[config.mk]
export PLATFORM = sky130hd
export DESIGN_NAME = button_debouncer
export DESIGN_NICKNAME = d
export VERILOG_FILES = /design/src/rtl/button_debouncer.sv
export SDC_FILE = /design/constraint.sdc
export NUM_CORES = 1
export LEC_CHECK = 0
export BUFFER_PORTS_ARGS = -buffer_cell sky130_fd_sc_hd__buf_2
export CAP_MARGIN = 20
export CORE_MARGIN = 2
export CORE_UTILIZATION = 47
export DETAILED_ROUTE_END_ITERATION = 8
export PLACE_DENSITY = 0.69
export SYNTH_ARGS = -nofsm -noshare
export SYNTH_HDL_FRONTEND = slang
export SYNTH_SLANG_ARGS = --single-unit
[constraint.sdc]
create_clock -name clk -period 2.1 [get_ports clk]
set_input_delay 0.315 -clock clk [delete_from_list [all_inputs] [get_ports clk]]
set_output_delay 0.315 -clock clk [all_outputs]
set_load 0.01 [all_outputs]
[src/rtl/button_debouncer.sv]
// Push-button conditioner: 2-FF synchronizer, polarity fix, counter-qualified debounce FSM.
// Define BUTTON_DEBOUNCER_LONG_PRESS_EN to build the long-press strobe; otherwise long_press is 0.
module button_debouncer #(
    parameter int DEBOUNCE_CYCLES = 1000000,
    parameter int CNT_W           = 21,
    parameter int ACTIVE_LOW      = 1,
    parameter int LONG_CYCLES     = 1500000
) (
    input  logic clk,
    input  logic rst,
    input  logic btn_raw,
    output logic btn_level,
    output logic btn_press,
    output logic btn_release,
    output logic long_press
);

    localparam logic             REL_LVL = (ACTIVE_LOW != 0);
    localparam logic [CNT_W-1:0] DB_LAST = CNT_W'(DEBOUNCE_CYCLES - 1);
    localparam logic [CNT_W-1:0] CNT_ONE = CNT_W'(1);

    typedef enum logic [1:0] {IDLE, PRESS_WAIT, PRESSED, RELEASE_WAIT} state_t;

    state_t           state;
    logic [CNT_W-1:0] cnt;
    logic             sync0, sync1;
    logic             s;
    logic             held;

    always_ff @(posedge clk) begin
        if (rst) begin
            sync0 <= REL_LVL;
            sync1 <= REL_LVL;
        end else begin
            sync0 <= btn_raw;
            sync1 <= sync0;
        end
    end

    assign s    = sync1 ^ REL_LVL;
    assign held = (state == PRESSED) || (state == RELEASE_WAIT);

`ifdef BUTTON_DEBOUNCER_LONG_PRESS_EN
    localparam logic [CNT_W-1:0] LC_LAST = CNT_W'(LONG_CYCLES - 1);
    localparam logic [CNT_W-1:0] LC_MAX  = CNT_W'(LONG_CYCLES);
`endif

    always_ff @(posedge clk) begin
        if (rst) begin
            state <= IDLE;
            cnt   <= '0;
        end else begin
            case (state)
                IDLE: begin
                    if (s) begin
                        state <= PRESS_WAIT;
                        cnt   <= CNT_ONE;
                    end else begin
                        cnt <= '0;
                    end
                end
                PRESS_WAIT: begin
                    if (!s) begin
                        state <= IDLE;
                        cnt   <= '0;
                    end else if (cnt == DB_LAST) begin
                        state <= PRESSED;
                        cnt   <= '0;
                    end else begin
                        cnt <= cnt + CNT_ONE;
                    end
                end
                PRESSED: begin
                    if (!s) begin
                        state <= RELEASE_WAIT;
                        cnt   <= CNT_ONE;
                    end else begin
`ifdef BUTTON_DEBOUNCER_LONG_PRESS_EN
                        // hold timer saturates so it can only hit LC_LAST once per stint
                        if (cnt != LC_MAX) cnt <= cnt + CNT_ONE;
`else
                        cnt <= '0;
`endif
                    end
                end
                RELEASE_WAIT: begin
                    if (s) begin
                        state <= PRESSED;
                        cnt   <= '0;
                    end else if (cnt == DB_LAST) begin
                        state <= IDLE;
                        cnt   <= '0;
                    end else begin
                        cnt <= cnt + CNT_ONE;
                    end
                end
                default: begin
                    state <= IDLE;
                    cnt   <= '0;
                end
            endcase
        end
    end

    // Output stage trails the state by one register; strobes mark level changes.
    always_ff @(posedge clk) begin
        if (rst) begin
            btn_level   <= 1'b0;
            btn_press   <= 1'b0;
            btn_release <= 1'b0;
        end else begin
            btn_level   <= held;
            btn_press   <= held & ~btn_level;
            btn_release <= ~held & btn_level;
        end
    end

`ifdef BUTTON_DEBOUNCER_LONG_PRESS_EN
    logic lp_evt, lp_done, lp_hit;

    assign lp_hit = (state == PRESSED) && s && (cnt == LC_LAST) && !lp_done;

    // lp_done survives RELEASE_WAIT bounces; only a return to IDLE re-arms
    always_ff @(posedge clk) begin
        if (rst) begin
            lp_evt     <= 1'b0;
            lp_done    <= 1'b0;
            long_press <= 1'b0;
        end else begin
            lp_evt     <= lp_hit;
            long_press <= lp_evt;
            if (lp_hit)              lp_done <= 1'b1;
            else if (state == IDLE)  lp_done <= 1'b0;
        end
    end
`else
    assign long_press = 1'b0;
`endif

endmodule
Word level (Yosys, flattened, before mapping)
Cells that the tools add are included.
- bits in registers: 28
- input port bits: 3
- output and inout port bits: 4
- logic and storage cells: 36
- add/sub/neg operators: 1
- equality and inequality tests: 8
- muxes and demuxes: 13
- bitwise logic cells: 4
- reduce and logical (&&, ||, !) cells: 3
- operator list (kind ; number):
    $pmux 21 s4 ; 1
    $mux 21 ; 3
    $add 21x1->21 const B ; 1
    $eq 21x20->1 const B ; 1
    $mux 2 ; 6
    $pmux 2 s4 ; 1
    $eq 2x2->1 const B ; 2
    $ne 2x2->1 const B ; 2
    $reduce_and 4->1 ; 1
    $ne 3x2->1 const B ; 1
    $ne 3x3->1 const B ; 1
    $and 1x1->1 ; 2
    $eq 2x1->1 const B ; 1
    $logic_not 2->1 ; 1
    $mux 1 ; 2
    $not 1->1 ; 2
    $logic_or 1x1->1 ; 1

Logic depth before layout (Yosys ltp)
- depth in word-level cells: 4
- gate-level depth with buffers: 6
- gate-level depth less buffers: 5

Worst setup path before layout
Ideal clock, no wire load.
- kind: register to register
- from: reg cnt[0]
- to: reg (tool-made name)
- library setup time: 0.121 ns
- arrival time: 1.869 ns
- data required time: 1.979 ns
- slack: 0.110 ns
- cell stages (with the launch flop): 6
- buffers on the path: 0
- clock period less this slack: 1.990 ns
- path through: dfxtp_1 -> ha_1 -> nand3_1 -> or4_4 -> nor3_4 -> mux2_2
- RTL lines (what ; line ; RTL):
    start, declared ; 25 ; logic [CNT_W-1:0] cnt;
    start signal, assigned ; 70 ; cnt <= cnt + CNT_ONE;
    start signal, assigned ; 94 ; cnt <= cnt + CNT_ONE;

==> summary.txt <==
Route
  • Via density: around 5.5
  • 1st-pass router iterations: 4
  • Drt total wl: about 2100 µm
  • WL/cell: 12.4 µm
  • Initial DRC count: 17
  • Routed Antenna Nets: 0
  • Drt drc: 0
  • Via count: 934

Final layout
  • Register area: 562 µm²
  • FILL cells: roughly 230
  • Final cell count without fillers: 171
  • Multi-input logic area: between 600 and 700 µm²
  • Share of cells above drive strength 1: 0.163
  • Area grow syn2layout: 11.2%
  • Nets: 146
  • Antenna Cells: 0

CTS
  • CTS tree: built
  • TritonCTS Buffers: 3
  • CTS clock-pin slew for the worst setup and hold paths: roughly 0.14 ns
  • Clock Latency Late Sink: 0.33 ns
  • Clock sink count: 28
  • CTS root buffer: clkbuf_4
  • CTS Buffer Depth: 2
  • Post-CTS setup buffers: 0
  • H-tree Lvls: 1

Logic synthesis
  • Post-Syn Area per Cell: 9.25 µm²
  • Top post-synthesis cells by area: dfxtp_1 (46%), xnor2_1 (7.2%), nor2_1 (5.0%)
  • Synth Area in Compound Gates: 0.0610
  • Synth area leader: dfxtp_1
  • XOR/XNOR share of the synthesized area: 0.108
  • Adder-Cell Fraction of Synth Area: 0.0103
  • Post-synthesis mux area share: 0.00930
  • Syn nets: 135
  • Seq/Total Area, Yosys: 0.463
  • Cells after Synth: 131
  • Synth Warn #: 0
  • Register bit total from synthesis: 28
  • Post-synthesis cell type count: 33
  • Synth Area in Simple Gates: 0.313
  • Main combinational cell family by area after synthesis: simple AND/OR/NAND/NOR gates
  • Share of the synthesized area in the top cell type: 0.463
  • Synth Cell Area: 0.00121 mm²

STA
  • Final setup vio count: 0
  • Max Fclk: 497 MHz
  • Setup TNS: 0 ns
  • Fin. Hold Viols: 0
  • Period utilisation layout: 0.959
  • Fin worst setup slack: 0.0866 ns
  • Hold slack: 0.165 ns
  • Unrepaired setup endpoints after global routing: false
  • Clock skew: 0.00216 ns
  • Min Tclk post-route: approximately 2.0 ns
  • Max Slew Vio Count: 0

Global route
  • GRT Residual Overflow: 0
  • Vias in the first global route: 796
  • Global-route wire length before repair: 3590 µm
  • Largest net degree at the start of global routing: 20
  • Gr usage total: 0.169
  • Antenna violations before repair: 0

Setup path
  • CP endpoint kind: flip-flop
  • CP delay by family, top: simple AND/OR/NAND/NOR gates
  • Worst Path Required: 2.34 ns
  • CP startpoint: cnt[10]
  • Slowest-stage cell, CP: or4b_1
  • CP Launch Type: flip-flop
  • R2r startpoint: cnt[10]
  • Crit Path Max Fanout: 5
  • Kind of critical path: flip-flop to flip-flop
  • CP bufs+invs: 0
  • Max incr delay on CP: 0.51 ns
  • Worst path cell trace: or4b_1 > or4_4 > nor3_4 > mux2_2
  • WP data arrival: 2.25 ns

Min path
  • HP Start: btn_raw
  • Hold crit path type: input port to flip-flop

Floorplanning
  • Std cell rows: 18
  • IO Pins: 7
  • Die H: 54.8 µm
  • Core area: 0.00245 mm²
  • Total Die Area: 0.00300 mm²
  • DIE WIDTH: 54.8 µm
  • Initial core utilization: 0.493

Placed design
  • Gpl congestion: about 0.84
  • Pre-CTS WS: approximately 0.078 ns
  • Post-DP HPWL: 1570 µm
  • Cells after DPL: 167
  • I/O Buffers: 5

Power and ir drop
  • Overall power after layout: about 0.00090 W
  • Leakage: roughly 0.42 nW
  • Worst VDD drop: ~0.5 mV
  • PwrDens: 665 mW/mm²

Outcome
  • Status: finished, final reports clean

Run
  • Maxcap violations: 0
-- cell usage in the layout (no fill, tap or decap), types with 2 or more instances in the layout --
master    instances
nor3b_1           2
buf_2             5
clkbuf_4          3
o21ai_0           5
dfxtp_1          27
nand2_1           7
buf_4             3
nor2_1           16
nor3_1            5
or3_1             4
xnor2_1          10
nor2b_1           2
nand4_1           5
nor4_1            5
or2_2             4
xor2_1            5
inv_1             4
a21oi_1           5
or4_1             2
nand3_1           6
-- cells by family after synthesis --
group                    Yosys count
adder cells (fa/ha/maj)            1
multiplexers                       1
AO/OA/AOI/OAI                     12
flip-flops                        28
buffers and inverters              7
other                              1
XOR/XNOR                          15
AND/OR/NAND/NOR                   66
-- final timing paths --
check             slack [ns]         to  cells past startpoint
hold / removal          0.16      sync0                      2
setup / recovery        0.09  flip-flop                      4
setup reg to reg        0.09  flip-flop                      4
hold reg to reg         0.44  btn_press                      1
-- final cells by class --
cell class | instances | area share
multi-input combinational | 96 | 0.454
timing repair buffer | 9 | 0.0502
tap | 30 | 0.0279
clock buffer | 3 | 0.0167
clock inverter | 1 | 0.0223
inverter | 4 | 0.0112
sequential | 28 | 0.417
-- power by group --
group	internal (W)	switching [W]	total (W)
Combinational	0.00000499	0.00000584	0.0000108
Clock	0.000193	0.000156	0.000349
Sequential	0.000534	0.00000132	0.000536
Total	0.000732	0.000163	0.000896
-- repair_timing --
action	CTS	global route
resized for setup	0	1
setup endpoints to repair	0	1
hold buffers	0	0
-- state kept, by name (all words and copies together), names as in the netlist, named ones only --
register and cells:
btn_press 1, btn_release 1, sync1 1, cnt 21
sync0 1, btn_level 1, state 1
-- cells in the mapped netlist --
cell       n
nor4b_1    1
and4_1     1
buf_4      1
or3_1      4
a21oi_1    5
dfxtp_1   28
nor4_1     5
or2_2      4
mux2_2     1
or4b_1     1
nor3_4     1
or4_4      1
clkbuf_2   1
nand2b_1   1
buf_6      1
nor2_1    16
xnor2_1   10
nand4b_1   1
conb_1     1
nor3b_1    2
o21ai_0    5
nand3_1    6
ha_1       1
o21ai_4    1
a211oi_1   1
or4_1      2
nor2b_1    2
nor3_1     5
inv_1      4
nand4_1    5
xor2_1     5
nand2_1    7
nand4_2    1
-- stage by stage --
stage / instance area [µm²] / utilization
3_5_place_dp: 1290 / 0.527
2_1_floorplan: 1210 / -
6_report: 1350 / 0.548
3_3_place_gp: 1290 / 0.527
4_1_cts: 1350 / 0.548
5_1_grt: 1350 / 0.548
-- per-layer routing --
layer	track usage	part of all wire
met5	0	0
met4	0.0625	0.016
met3	0.0328	0.034
met2	0.248	0.45
met1	0.243	0.50
Power figures use the tool's default switching activity.
